--- src/rtl/regfile_write_arbiter_if.sv ---
// Writeback request bus between the writeback sources and the register
// file write arbiter, plus the registered write port toward the regfile.
interface regfile_write_arbiter_if #(
  parameter int N_REQ = 3,
  parameter int N     = 16,
  parameter int A     = 3
);
  logic [N_REQ-1:0]   req;
  logic [N_REQ*A-1:0] req_addr;
  logic [N_REQ*N-1:0] req_data;
  logic               stall;
  logic [N_REQ-1:0]   gnt;
  logic               wr_en;
  logic [A-1:0]       wr_addr;
  logic [N-1:0]       wr_data;
  logic [2:0]         wr_src;

  modport master (
    output req, req_addr, req_data, stall,
    input  gnt, wr_en, wr_addr, wr_data, wr_src
  );

  modport slave (
    input  req, req_addr, req_data, stall,
    output gnt, wr_en, wr_addr, wr_data, wr_src
  );
endinterface

--- src/rtl/regfile_write_arbiter.sv ---
// Round-robin arbiter sharing the register file write port between
// several writeback sources; the winning write is registered (1 cycle).
module regfile_write_arbiter #(
  parameter int N_REQ   = 3,
  parameter int N       = 16,
  parameter int A       = 3,
  parameter int ZERO_RO = 1
) (
  input logic                    clk,
  input logic                    rst,
  regfile_write_arbiter_if.slave bus
);
  localparam int PW = (N_REQ > 1) ? $clog2(N_REQ) : 1;

  logic [PW-1:0]    r_ptr;
  logic             r_wr_en;
  logic [A-1:0]     r_wr_addr;
  logic [N-1:0]     r_wr_data;
  logic [2:0]       r_wr_src;

  logic [PW:0]      w_idx;
  logic [PW-1:0]    w_win;
  logic [PW-1:0]    w_ptr_nxt;
  logic             w_any;
  logic             w_grant;
  logic             w_wen;
  logic [N_REQ-1:0] w_gnt;
  logic [A-1:0]     w_addr;
  logic [N-1:0]     w_data;

  // Scan offsets high to low so the closest set bit to ptr wins last.
  always_comb begin
    w_idx = '0;
    w_win = '0;
    w_any = 1'b0;
    for (int k = N_REQ - 1; k >= 0; k--) begin
      w_idx = {1'b0, r_ptr} + (PW+1)'(k);
      if (w_idx >= (PW+1)'(N_REQ))
        w_idx = w_idx - (PW+1)'(N_REQ);
      if (bus.req[w_idx[PW-1:0]]) begin
        w_any = 1'b1;
        w_win = w_idx[PW-1:0];
      end
    end
  end

  always_comb begin
    w_gnt   = '0;
    w_grant = w_any && !bus.stall && rst;
    if (w_grant)
      w_gnt[w_win] = 1'b1;
  end

  assign w_addr    = bus.req_addr[int'(w_win)*A +: A];
  assign w_data    = bus.req_data[int'(w_win)*N +: N];
  assign w_ptr_nxt = (int'(w_win) == N_REQ - 1) ? '0 : w_win + 1'b1;
  assign w_wen     = !((ZERO_RO != 0) && (w_addr == '0));

  always_ff @(posedge clk or negedge rst) begin
    if (!rst) begin
      r_ptr     <= '0;
      r_wr_en   <= 1'b0;
      r_wr_addr <= '0;
      r_wr_data <= '0;
      r_wr_src  <= '0;
    end else if (w_grant) begin
      r_ptr     <= w_ptr_nxt;
      r_wr_en   <= w_wen;
      r_wr_addr <= w_addr;
      r_wr_data <= w_data;
      r_wr_src  <= 3'(w_win);
    end else begin
      r_wr_en   <= 1'b0;
    end
  end

  assign bus.gnt     = w_gnt;
  assign bus.wr_en   = r_wr_en;
  assign bus.wr_addr = r_wr_addr;
  assign bus.wr_data = r_wr_data;
  assign bus.wr_src  = r_wr_src;
endmodule

--- src/flat_wrapper.sv ---
// flat-port wrapper written by rule: the top's interface ports become plain ports
module regfile_write_arbiter_flat 
#(
  parameter int N_REQ   = 3,
  parameter int N       = 16,
  parameter int A       = 3,
  parameter int ZERO_RO = 1
)
  (clk, rst, bus_req, bus_req_addr, bus_req_data, bus_stall, bus_gnt, bus_wr_en, bus_wr_addr, bus_wr_data, bus_wr_src);
  regfile_write_arbiter_if #(.N_REQ(N_REQ), .N(N), .A(A)) bus_i ();
  input logic clk;
  input logic rst;
  input wire logic [$bits(bus_i.req)-1:0] bus_req;
  input wire logic [$bits(bus_i.req_addr)-1:0] bus_req_addr;
  input wire logic [$bits(bus_i.req_data)-1:0] bus_req_data;
  input wire logic [$bits(bus_i.stall)-1:0] bus_stall;
  output wire logic [$bits(bus_i.gnt)-1:0] bus_gnt;
  output wire logic [$bits(bus_i.wr_en)-1:0] bus_wr_en;
  output wire logic [$bits(bus_i.wr_addr)-1:0] bus_wr_addr;
  output wire logic [$bits(bus_i.wr_data)-1:0] bus_wr_data;
  output wire logic [$bits(bus_i.wr_src)-1:0] bus_wr_src;
  assign bus_i.req = bus_req;
  assign bus_i.req_addr = bus_req_addr;
  assign bus_i.req_data = bus_req_data;
  assign bus_i.stall = bus_stall;
  assign bus_gnt = bus_i.gnt;
  assign bus_wr_en = bus_i.wr_en;
  assign bus_wr_addr = bus_i.wr_addr;
  assign bus_wr_data = bus_i.wr_data;
  assign bus_wr_src = bus_i.wr_src;
  regfile_write_arbiter #(.N_REQ(N_REQ), .N(N), .A(A), .ZERO_RO(ZERO_RO)) u_core (.clk(clk), .rst(rst), .bus(bus_i));
endmodule
--- config.mk ---
export PLATFORM = sky130hd
export DESIGN_NAME = regfile_write_arbiter_flat
export DESIGN_NICKNAME = d
export VERILOG_FILES = /design/src/rtl/regfile_write_arbiter_if.sv /design/src/rtl/regfile_write_arbiter.sv /design/src/flat_wrapper.sv
export SDC_FILE = /design/constraint.sdc
export NUM_CORES = 1
export LEC_CHECK = 0
export ABC_AREA = 1
export CAP_MARGIN = 5
export CORE_UTILIZATION = 39
export DETAILED_ROUTE_END_ITERATION = 6
export GPL_ROUTABILITY_DRIVEN = 1
export PLACE_DENSITY = 0.92
export SKIP_LAST_GASP = 1
export SLEW_MARGIN = 25
export SYNTH_ARGS = -nofsm -noshare
export SYNTH_HDL_FRONTEND = slang
export SYNTH_SLANG_ARGS = --single-unit
--- constraint.sdc ---
create_clock -name clk -period 2.2 [get_ports clk]
set_input_delay 0.33 -clock clk [delete_from_list [all_inputs] [get_ports clk]]
set_output_delay 0.33 -clock clk [all_outputs]
set_load 0.02 [all_outputs]
Word-level counts from Yosys, hierarchy flattened
Cells that the tools add are included.
{"block": "op_classes", "multipliers": 1, "n_reduce_logical": 6, "n_addsub": 6, "muxes": 20, "n_eq_ne": 1, "n_lt_le_gt_ge": 8, "shifts": 2}
{"operator": "48-bit by 7-bit variable part select with 16-bit output", "n": 1}
{"operator": "9-bit by 32-bit variable part select with 3-bit output", "n": 1}
{"operator": "2-bit two-way mux", "n": 7}
{"operator": "2-bit by 3-bit less-than comparator with 1-bit output, second input constant", "n": 4}
{"operator": "1-bit two-way mux", "n": 8}
{"operator": "1-bit binary-select mux with 2-bit select", "n": 3}
{"operator": "3-bit by 2-bit greater-or-equal comparator with 1-bit output, second input constant", "n": 2}
{"operator": "2-bit subtractor, second input constant", "n": 3}
{"operator": "2-bit by 2-bit multiplier with 4-bit output, second input constant", "n": 1}
{"operator": "2-bit by 1-bit adder with 3-bit output, second input constant", "n": 1}
{"operator": "2-bit by 2-bit adder with 3-bit output, second input constant", "n": 1}
{"operator": "1-bit logical AND", "n": 3}
{"operator": "3-bit logical NOT", "n": 1}
{"operator": "3-bit two-way mux", "n": 1}
{"operator": "2-bit by 1-bit adder with 2-bit output, second input constant", "n": 1}
{"operator": "1-bit demux with 2-bit select", "n": 1}
{"operator": "2-bit equality test, second input constant", "n": 1}
{"operator": "2-bit by 1-bit greater-or-equal comparator with 1-bit output, second input constant", "n": 1}
{"operator": "2-bit greater-or-equal comparator, second input constant", "n": 1}
{"operator": "1-bit logical NOT", "n": 2}
{"block": "word_totals", "ff_bits": 24, "out_inout_bits": 26, "wordCells": 49}

Longest topological paths before layout
Gate-level depths: netlist (run 1).
{"block": "logic_depth", "ltp_word": 13, "depth_mapped": 18, "depth_no_buf": 17}

Worst setup path before layout (run 1)
OpenSTA, ideal clock, no wires.
{"block": "synth_timing", "path_kind": "register -> output", "start": "register u_core.r_ptr[0]", "end": "output bus_gnt[2]", "required_time_ns": 1.870, "t_arrival_ns": 1.999, "path_buffers": 1, "path_stages_with_launch": 15, "path_slack_ns": -0.129, "path_cell_list": "dfrtp_1 inv_1 ha_1 inv_2 nand2_2 nand2_2 nand2_1 nand2_1 nand2_1 nand2_2 nand2_4 nand2_4 buf_4 inv_1 nor3_1"}
{"block": "synth_via", "elab_chain_cells": 13}
{"item": "from (decl)", "line": "regfile_write_arbiter.sv:15", "source": "logic [PW-1:0] r_ptr;"}
{"item": "from (signal assigned)", "line": "regfile_write_arbiter.sv:67", "source": "r_ptr <= w_ptr_nxt;"}
{"item": "2-bit by 2-bit adder with 3-bit output", "line": "regfile_write_arbiter.sv:37", "source": "w_idx = {1'b0, r_ptr} + (PW+1)'(k);"}
{"item": "3-bit by 2-bit greater-or-equal comparator with 1-bit output or 2-bit subtractor (tied branches)", "line": "regfile_write_arbiter.sv:38, regfile_write_arbiter.sv:39"}
{"item": "2-bit two-way mux", "line": "regfile_write_arbiter.sv:38", "source": "if (w_idx >= (PW+1)'(N_REQ))"}
{"item": "1-bit binary-select mux with 2-bit select", "line": "regfile_write_arbiter.sv:40", "source": "if (bus.req[w_idx[PW-1:0]]) begin"}
{"item": "1-bit two-way mux (not written as such)", "line": "regfile_write_arbiter.sv:40"}
{"item": "2-bit two-way mux (3 in a row)", "line": "regfile_write_arbiter.sv:40"}
{"item": "2-bit by 3-bit less-than comparator with 1-bit output (not written as such) or 2-bit by 1-bit greater-or-equal comparator with 1-bit output (tied branches)", "line": "regfile_write_arbiter.sv:51", "source": "w_gnt[w_win] = 1'b1;"}
{"item": "1-bit logical AND (not written as such)", "line": "regfile_write_arbiter.sv:51"}
{"item": "1-bit two-way mux (not written as such)", "line": "regfile_write_arbiter.sv:51"}
{"item": "1-bit demux with 2-bit select"}
{"item": "3-bit two-way mux *", "line": "regfile_write_arbiter.sv:50", "source": "if (w_grant)"}
{"item": "to (decl)", "line": "flat_wrapper.sv:17", "source": "output wire logic [$bits(bus_i.gnt)-1:0] bus_gnt;"}
Mark *: on every way between the ends. The rest lies on a longest branch, timed or not. The select of a mux whose other input is x is not followed.

Final worst setup path (run 1)
{"block": "layout_timing", "start": "register u_core.r_ptr[0]", "end": "output bus_gnt[1]"}
Same word-level chain as after synthesis.

==> impl_metrics.env, run 1 <==
export IMPL_status="complete, but fails checks"
export IMPL_violations="setup timing"
export IMPL_rows=23
export IMPL_ys_warn_count=0
export IMPL_ant_nets=0
export IMPL_syn_area_per_cell_sq_um=7.247
export IMPL_cts_root_buf="clkbuf_8"
export IMPL_port_buffers=87
export IMPL_fin_skew_ps=4.613
export IMPL_synth_area_sq_um=1638
export IMPL_syn_to_final_growth_pct=77.31
export IMPL_initial_core_util=0.4065
export IMPL_routed_via_density=5.078
export IMPL_ys_seq_area_frac=0.3667
export IMPL_peakVddDrop_uv=722.0
export IMPL_layout_drive_gt1_share=0.2552
export IMPL_switching_share=0.4959
export IMPL_hold_ws_ps=493.4
export IMPL_met1_usage=0.2939
export IMPL_fin_crit_sh=1.094
export IMPL_p_sw_uw=2300
export IMPL_wl_per_cell_microns=14.71
export IMPL_min_from="u_core.bus.wr_addr[0]$_DFFE_PN0P_"
export IMPL_synth_fp_nets=292
export IMPL_drt_iter0_drc=132
export IMPL_crit_type="reg -> out"
export IMPL_final_hold_violation_count=0
export IMPL_synth_seq_cells=24
export IMPL_grt_antenna_before_repair=0
export IMPL_gp_congestion=0.8840
export IMPL_cts_buffers=3
export IMPL_die_y_microns=66.81
export IMPL_worstPathArrival_ps=2080
export IMPL_period_minus_slack_ps=2408
export IMPL_cts_tree="yes"
export IMPL_min_path_type="reg -> reg"
export IMPL_max_freq_mhz=415.3
export IMPL_die_w_microns=66.81
export IMPL_grt_ovfl_total=0
export IMPL_grt_usage=0.2523
export IMPL_grt_first_pass_wirelength_mm=8.438
export IMPL_max_cap_violations=0
export IMPL_hold_buffers=0
export IMPL_rsz0062_at_grt="yes"
export IMPL_p_leak_uw=0.001337
export IMPL_nets=404
export IMPL_p_int_uw=2339
export IMPL_seqPwrFrac=0.173
export IMPL_grt_use_met2=0.4634
export IMPL_grt_use_met3=0.03767
export IMPL_grt_busiest_layer="met2"
export IMPL_drc=0
export IMPL_htree_levels=1
export IMPL_pwr_share_comb=0.760
export IMPL_fin_tns_setup_ps=-800.0
export IMPL_r2r_slack_ps=-50
export IMPL_pwr_share_clk=0.067
export IMPL_cp_num_buf_inv=4
export IMPL_worstSetupEndpointType="primary output"
export IMPL_slowest_delay_ps=420
export IMPL_cpMaxStageDelayCell="dfrtp_1"
export IMPL_cts_sinks=24
export IMPL_worstSetupStartpointType="flip-flop"
export IMPL_worst_r2r_path_depth=17
export IMPL_crit_required_ps=1870
export IMPL_die_area_sq_um=4463
export IMPL_cts_clk_slew_worst_paths_ps=90
export IMPL_grt_max_degree=27
export IMPL_antenna_cells=0
export IMPL_fin_ws_ps=-207.8
export IMPL_hpwl_mm=3.885
export IMPL_r2r_end="u_core.bus.wr_data[7]$_DFFE_PN0P_"
export IMPL_r2r_start="u_core.r_ptr[0]$_DFFE_PN0P_"
export IMPL_design_area_sq_um=2904
export IMPL_io_pins=89
export IMPL_cp_common_cell="nand2_2"
export IMPL_core_area_sq_um=4029
export IMPL_drtPass1Iterations=4
export IMPL_routed_wl_mm=5.694
export IMPL_drv_slew=0
export IMPL_holdPathStages=2
export IMPL_ys_types=30
export IMPL_syn_inst=226
export IMPL_hold_end="u_core.bus.wr_addr[0]$_DFFE_PN0P_"
export IMPL_powerDensity_nw_per_um2=1598
export IMPL_vias=1965
export IMPL_cp_cell_sequence="inv_2 -> ha_4 -> inv_4 -> nand2_2 -> nand2_2 -> a21oi_4 -> buf_4 -> o21ai_0 -> nand2_1 -> nand2_1 -> nand2_2 -> nor2_2 -> buf_6"
export IMPL_clk_latency_ps=270
export IMPL_setup_viol=13
export IMPL_grt_pass1_vias=1871
export IMPL_clock_path_buffers=2
export IMPL_cp_max_fo=4
export IMPL_cp_top_family="simple AND/OR/NAND/NOR gates"
export IMPL_place_worst_setup_slack_ps=-497.2
export IMPL_placed_area_sq_um=2675
-- metrics by stage --
step                        util  instances  power, uW
after floorplan                -        226       2763
after global placement    0.6640        374       3734
after detailed placement  0.6640        374       3831
after CTS                 0.6969        383       4353
after global routing      0.7208        387       4972
final                     0.7208        387       4639
-- registers in the layout (all words and copies together) (netlist names) --
register / cells
u_core.bus.wr_data: 16
u_core.bus.wr_addr: 3
u_core.bus.wr_src: 2
u_core.r_ptr: 2
u_core.bus.wr_en: 1
-- Yosys cell counts --
master   number  share of area
o22ai_1       1         0.0038
nand3_1      31          0.095
nand3_2       3          0.018
nand2_2       8          0.031
nand4_1       2         0.0076
nor2_8        1          0.012
nand2_1      57           0.13
nor3_1        1         0.0031
inv_4         1         0.0038
a31oi_2       1         0.0076
inv_1        22          0.050
o21ai_4       1         0.0099
o21ai_2       2          0.011
o21a_1        1         0.0046
nand2_4       3          0.021
dfrtp_1      24           0.37
o21ai_1      10          0.031
a21oi_2       1         0.0053
a31oi_1       5          0.019
a21oi_1      11          0.034
inv_2         6          0.014
buf_6         1         0.0069
conb_1        1         0.0023
buf_2         6          0.018
buf_4         3          0.014
nor2_2        2         0.0076
buf_8         1         0.0092
nor2_1       14          0.032
ha_1          3          0.023
o21ai_0       3         0.0092
-- worst max-delay path by stage --
stage | from | end | slack, ps | depth (start not counted)
after floorplan | u_core.r_ptr[0]$_DFFE_PN0P_ | bus_gnt[0] | 20 | 14
after global placement | bus_req[0] | bus_gnt[0] | -400 | 12
after detailed placement | bus_req[0] | bus_gnt[1] | -500 | 10
after CTS | u_core.r_ptr[1]$_DFFE_PN0P_ | bus_gnt[0] | -110 | 13
after global routing | u_core.r_ptr[0]$_DFFE_PN0P_ | bus_gnt[2] | -300 | 14
final | u_core.r_ptr[0]$_DFFE_PN0P_ | bus_gnt[1] | -210 | 13
-- power groups by stage --
stage               logic, uW  clock network (uW)  registers [uW]
floorplan                1740                   0            1020
global placement         2950                   0             784
detailed placement       3040                   0             792
CTS                      3240                 314             794
global route             3820                 328             823
finish                   3530                 312             801
-- cell type report --
class	count	area (sq um)
Fill cell	330	1125
Timing Repair Buffer	117	1124
Multi-Input combinational cell	163	939.7
Sequential cell	24	601.8
Inverter	29	121.4
Tap cell	50	62.56
Clock buffer	4	55.05
-- cells by family after synthesis --
family	synth area share
buffers and inverters	0.1161
AO/OA/AOI/OAI	0.1345
AND/OR/NAND/NOR	0.3575
flip-flops	0.3667
other	0.002290
adder cells (fa/ha/maj)	0.02292
-- placed cells by master, fill, tap and decap left out --
cell type        Yosys  layout
nor2_1              14      12
a21oi_4              0       1
nor2_2               2       2
nand3_1             31      30
inv_2                6       8
nand2_2              8      14
nor3_4               0       1
a31oi_1              5       5
inv_4                1       3
inv_6                0       1
o22ai_1              1       1
o21ai_0              3       3
ha_4                 0       2
buf_4                3      26
clkbuf_8             0       4
nand2_1             57      51
nand3_2              3       4
o21ai_2              2       2
inv_1               22      17
o21ai_1             10      10
nor2_8               1       1
nand2_4              3       3
dfrtp_1             24      23
nor2_4               0       3
conb_1               1       1
buf_12               0       1
a21oi_1             11      11
ha_2                 0       1
o21a_1               1       1
a31oi_2              1       1
dfrtp_2              0       1
nand4_1              2       2
o21ai_4              1       1
buf_6                1       6
clkdlybuf4s50_1      0      84
-- worst register-to-register path: cells and delay by family (launching register included) --
kind                     cells  cell delay (ps)
AO/OA/AOI/OAI                3              270
adder cells (fa/ha/maj)      1              160
buffers and inverters        8              900
flip-flops                   1              420
AND/OR/NAND/NOR              5              400
-- repair_timing --
item / 4_1_cts / 5_1_grt
endpoints found under the setup margin: 21 / 23
buffers inserted: 5 / 4
resized for setup: 27 / 21
pin swaps: 7 / 9
gates cloned: 1 / 0
-- per-layer routing --
layer	part of all wire	wire, microns
met1	0.40	2254
met2	0.52	2968
met3	0.058	332
met4	0.024	138
met5	0	0
(Power assumes the default switching activity.)
==> run 2, diff against run 1 <==
Settings changed: PLACE_DENSITY 0.92 to 0.77.
==> run 2 against run 1 <==
  * The flow still finishes with violations (setup timing)
  * Worst hold slack got worse by 1.4 ps
  * Setup slack improved by 75 ps
  * Via count fell by 0.61%
  * Global-route usage fell by 2.0 points
  * Total power rose by 5.6%
  * Final area rose by 4.6%
  * Critical path type unchanged
  * Critical endpoint is now bus_gnt[2]
==> impl_metrics.env, run 2 (synthesis results as in run 1) <==
export IMPL_status="complete, but fails checks"
export IMPL_violations="setup timing"
export IMPL_cp_max_fo=4
export IMPL_final_util=0.7537
export IMPL_core_area_sq_um=4029
export IMPL_cts_root_buf="clkbuf_8"
export IMPL_powerDensity_nw_per_um2=1614
export IMPL_fin_crit_sh=1.060
export IMPL_largest_reg_flops=16
export IMPL_io_pins=89
export IMPL_grt_max_degree=27
export IMPL_nets=411
export IMPL_drv_slew=0
export IMPL_grt_antenna_before_repair=0
export IMPL_fin_ws_ps=-132.7
export IMPL_peakVddDrop_uv=752.4
export IMPL_drc=0
export IMPL_die_area_sq_um=4463
export IMPL_design_area_sq_um=3037
export IMPL_cpMaxStageDelayCell="dfrtp_1"
export IMPL_period_minus_slack_ps=2333
export IMPL_min_from="u_core.bus.wr_data[2]$_DFFE_PN0P_"
export IMPL_clock_path_buffers=2
export IMPL_cts_buffers=3
export IMPL_final_common_cell="clkdlybuf4s50_1"
export IMPL_r2r_start="u_core.r_ptr[1]$_DFFE_PN0P_"
export IMPL_cp_depth=12
export IMPL_layout_common_cells="84 x clkdlybuf4s50_1, 49 x nand2_1, 30 x buf_4, 29 x nand3_1, 24 x dfrtp_1"
export IMPL_r2r_end="u_core.bus.wr_data[8]$_DFFE_PN0P_"
export IMPL_drtPass1Iterations=6
export IMPL_crit_required_ps=1870
export IMPL_drt_iter0_drc=122
export IMPL_cts_clk_slew_worst_paths_ps=80
export IMPL_worstSetupEndpointType="primary output"
export IMPL_grt_pass1_vias=1745
export IMPL_gp_congestion=0.8902
export IMPL_final_fill_count=322
export IMPL_wl_per_cell_microns=13.99
export IMPL_cp_cell_sequence="ha_4 -> inv_4 -> nand2_2 -> nand2_4 -> a21oi_4 -> nand2_1 -> nand2_2 -> nand2_4 -> nand2_4 -> inv_2 -> nor3_2 -> buf_4"
export IMPL_routed_via_density=4.969
export IMPL_initial_core_util=0.4065
export IMPL_placed_area_sq_um=2655
export IMPL_cp_top_family="simple AND/OR/NAND/NOR gates"
export IMPL_max_cap_violations=0
export IMPL_grt_first_pass_wirelength_mm=7.810
export IMPL_r2r_slack_ps=10
export IMPL_hold_buffers=0
export IMPL_setup_viol=3
export IMPL_grt_ovfl_total=0
export IMPL_hold_end="u_core.bus.wr_data[2]$_DFFE_PN0P_"
export IMPL_cp_num_buf_inv=3
export IMPL_clk_latency_ps=260
export IMPL_max_freq_mhz=428.7
export IMPL_min_path_type="reg -> reg"
export IMPL_rows=23
export IMPL_slowest_delay_ps=440
export IMPL_worstSetupStartpointType="flip-flop"
export IMPL_p_leak_uw=0.001402
export IMPL_cts_tree="yes"
export IMPL_htree_levels=1
export IMPL_rsz0062_at_grt="yes"
export IMPL_final_hold_violation_count=0
export IMPL_layout_drive_gt1_share=0.2886
export IMPL_fin_tns_setup_ps=-394.1
export IMPL_syn_to_final_growth_pct=85.41
export IMPL_grt_usage=0.2323
export IMPL_cts_sinks=24
export IMPL_fin_skew_ps=1.705
export IMPL_routed_wl_mm=5.499
export IMPL_holdPathStages=2
export IMPL_cp_common_cell="nand2_4"
export IMPL_crit_type="reg -> out"
export IMPL_worst_r2r_path_depth=16
export IMPL_worstPathArrival_ps=2000
export IMPL_ant_nets=0
export IMPL_vias=1953
export IMPL_die_y_microns=66.81
export IMPL_port_buffers=87
export IMPL_hpwl_mm=3.639
export IMPL_die_w_microns=66.81
export IMPL_antenna_cells=0
export IMPL_total_power_uw=4900
[run 2: cell count changes in the layout (fill, tap and decap cells not counted), sizes merged]
| cell | change |
|---|---|
| buf | +5 |
| clkbuf | +2 |
| nor2 | -1 |
[run 2: worst reg2reg max path: stages, from the launching register on]
cell and delay, ps:
dfrtp_1 440, ha_4 330, inv_4 50, nand2_2 70, nand2_4 60, a21oi_4 150
nand2_2 70, nor2_1 90, nor2_1 60, nand2_2 110, inv_2 50, buf_4 130
buf_6 130, clkbuf_16 160, nand2_1 60, inv_1 40, a31oi_1 110
[run 2: per-layer routing]
layer  vias to the layer above  global-route usage  wire, microns  part of all wire
met5                         -                   0              0                 0
met4                         0             0.06915             59             0.011
met3                         8             0.04281            378             0.069
met2                        75              0.4419           2883              0.52
met1                       907              0.2563           2178              0.40
li1                        963                   -              -                 -
[run 2: power breakdown]
group          switching, uW  internal [uW]  leakage [uW]
clock network            140            122     0.0000216
logic                   2020           1830       0.00110
registers                136            661      0.000279
[run 2: repair_timing]
action	4_1_cts	5_1_grt
buffers inserted	8	6
pin swaps	7	6
gates cloned	0	4
endpoints found under the setup margin	21	23
gates resized for setup	37	22
[run 2: per-stage QoR]
step	setup slack (ps)	instances	hold slack, ps
after floorplan	22.65	226	34.41
after detailed placement	-460.6	373	469.9
after CTS	-80.12	383	496.6
after global placement	-375.6	373	460.8
final	-132.7	393	492.0
after global routing	-253.1	393	519.9
[run 2: final cells by class]
| cell class | instances | area (sq um) | share of cell area |
|---|---|---|---|
| repair buffers | 125 | 1266 | 0.4170 |
| multi-input cells | 162 | 949.7 | 0.3127 |
| flip-flops and latches | 24 | 600.6 | 0.1978 |
| inverters | 29 | 116.4 | 0.03832 |
| well taps | 50 | 62.56 | 0.02060 |
| clock buffers | 3 | 41.29 | 0.01360 |
[run 2: how the worst max path moves through the flow]
stage,slack (ps),end,startpoint
6_report,-130,bus_gnt[2],u_core.r_ptr[1]$_DFFE_PN0P_
5_1_grt,-250,bus_gnt[0],u_core.r_ptr[0]$_DFFE_PN0P_
4_1_cts,-80,bus_gnt[0],u_core.r_ptr[1]$_DFFE_PN0P_
3_5_place_dp,-460,bus_gnt[0],bus_req[0]
3_3_place_gp,-380,bus_gnt[0],bus_req[0]
2_1_floorplan,20,bus_gnt[0],u_core.r_ptr[0]$_DFFE_PN0P_
==> run 3, diff against run 2 <==
Settings changed: MAX_ROUTING_LAYER from default to met4.
==> run 3 against run 2 <==
  * The run still ends with setup timing left
  * Die area is the same
  * Register-to-register slack barely moved
  * Utilization stayed put
  * Maximum frequency barely moved
  * Critical endpoint is now bus_gnt[0]
  * Largest power group unchanged
==> impl_metrics.env, run 3 (synthesis results as in run 1) <==
export IMPL_status="complete, but fails checks"
export IMPL_violations="setup timing"
export IMPL_total_power_uw=4901
export IMPL_max_freq_mhz=429.0
export IMPL_routed_wl_mm=5.509
export IMPL_vias=1956
export IMPL_final_fill_count=322
export IMPL_gp_congestion=0.9051
export IMPL_final_hold_violation_count=0
export IMPL_worstSetupStartpointType="flip-flop"
export IMPL_antenna_cells=0
export IMPL_p_leak_uw=0.001402
export IMPL_grt_antenna_before_repair=0
export IMPL_die_area_sq_um=4463
export IMPL_period_minus_slack_ps=2331
export IMPL_cts_sinks=24
export IMPL_rows=23
export IMPL_final_common_cell="clkdlybuf4s50_1"
export IMPL_max_cap_violations=0
export IMPL_crit_type="reg -> out"
export IMPL_final_cells=393
export IMPL_design_area_sq_um=3037
export IMPL_cts_clk_slew_worst_paths_ps=80
export IMPL_largest_reg_flops=16
export IMPL_placedCellCount=373
export IMPL_worstSetupEndpointType="primary output"
export IMPL_fin_skew_ps=2.563
export IMPL_ant_nets=0
export IMPL_cts_buffers=3
export IMPL_place_worst_setup_slack_ps=-460.6
export IMPL_min_path_type="reg -> reg"
export IMPL_io_pins=89
export IMPL_setup_viol=3
export IMPL_placed_area_sq_um=2655
export IMPL_layout_common_cells="84 x clkdlybuf4s50_1, 49 x nand2_1, 30 x buf_4, 29 x nand3_1, 24 x dfrtp_1"
export IMPL_grt_usage=0.2385
export IMPL_clock_path_buffers=2
export IMPL_wl_per_cell_microns=14.02
export IMPL_die_w_microns=66.81
export IMPL_rsz0062_at_grt="yes"
export IMPL_grt_first_pass_wirelength_mm=7.817
export IMPL_core_area_sq_um=4029
export IMPL_nets=411
export IMPL_drv_slew=0
export IMPL_hold_buffers=0
export IMPL_hpwl_mm=3.639
export IMPL_layout_drive_gt1_share=0.2886
export IMPL_cts_root_buf="clkbuf_8"
export IMPL_cp_max_fo=4
export IMPL_peakVddDrop_uv=751.5
export IMPL_grt_pass1_vias=1745
export IMPL_die_y_microns=66.81
export IMPL_crit_required_ps=1870
export IMPL_powerDensity_nw_per_um2=1614
export IMPL_cts_tree="yes"
export IMPL_htree_levels=1
export IMPL_routed_via_density=4.977
export IMPL_initial_core_util=0.4065
export IMPL_clk_latency_ps=260
export IMPL_drtPass1Iterations=5
export IMPL_drc=0
export IMPL_worstPathArrival_ps=2000
export IMPL_fin_ws_ps=-130.9
export IMPL_fin_tns_setup_ps=-390.1
export IMPL_syn_to_final_growth_pct=85.41
export IMPL_drt_iter0_drc=114
export IMPL_grt_max_degree=27
export IMPL_port_buffers=87
export IMPL_fin_crit_sh=1.060
export IMPL_grt_ovfl_total=0
[run 3: cell counts in the layout (fill, tap and decap cells not counted)]
Identical to the previous run, type by type.
[run 3: final cells by class]
cell class                      instances  area [sq um]  share of cell area
Inverter                               29         116.4             0.03832
Tap cell                               50         62.56             0.02060
Multi-Input combinational cell        162         949.7              0.3127
Sequential cell                        24         600.6              0.1978
Timing Repair Buffer                  125          1266              0.4170
Clock buffer                            3         41.29             0.01360
[run 3: worst paths after layout]
check	cells after the start	slack, ps	to	start
worst max-delay path	14	-130	bus_gnt[0]	u_core.r_ptr[0]$_DFFE_PN0P_
min in group asynchronous	2	540	u_core.bus.wr_data[6]$_DFFE_PN0P_	rst
worst max register to register	16	10	u_core.bus.wr_data[8]$_DFFE_PN0P_	u_core.r_ptr[1]$_DFFE_PN0P_
worst min-delay path	2	490	u_core.bus.wr_data[2]$_DFFE_PN0P_	u_core.bus.wr_data[2]$_DFFE_PN0P_
max in group asynchronous	2	1430	u_core.bus.wr_src[0]$_DFFE_PN0P_	rst
worst min register to register	2	490	u_core.bus.wr_data[2]$_DFFE_PN0P_	u_core.bus.wr_data[2]$_DFFE_PN0P_
[run 3: per-layer routing]
layer  vias up  global-route usage  wire [microns]
li1        965                   -               -
met1       899              0.2626            2222
met2        84              0.4419            2885
met3         8             0.03253             347
met4         0             0.06915              55
met5         -                   -               0
[run 3: through the flow]
| step | util | hold WS [ps] |
|---|---|---|
| CTS | 0.7003 | 496.6 |
| floorplan | - | 34.41 |
| detailed placement | 0.6590 | 469.9 |
| finish | 0.7537 | 494.2 |
| global placement | 0.6590 | 460.8 |
| global route | 0.7537 | 519.9 |
[run 3: what timing repair did]
item / CTS / global route
endpoints found under the setup margin: 21 / 23
gates cloned: 0 / 4
gates resized for setup: 37 / 22
setup buffers: 8 / 6
pin swaps: 7 / 6
[run 3: where the power goes]
group | total (uW) | internal (uW) | switching, uW | leakage [uW]
clock | 262 | 122 | 139 | 0.0000216
combinational | 3840 | 1820 | 2020 | 0.00110
sequential | 798 | 661 | 137 | 0.000279
total | 4900 | 2610 | 2290 | 0.00140
[run 3: worst max-delay path: stages (launching register included)]
cell     delay (ps)
dfrtp_1         410
inv_2            90
ha_4            220
inv_4            80
nand3_2          90
inv_2            90
a21oi_4          40
nand2_2          70
nor2_1           40
nor2_1          120
nand2_2         110
inv_2            80
nand2_2          50
nor2_1          100
buf_4           150
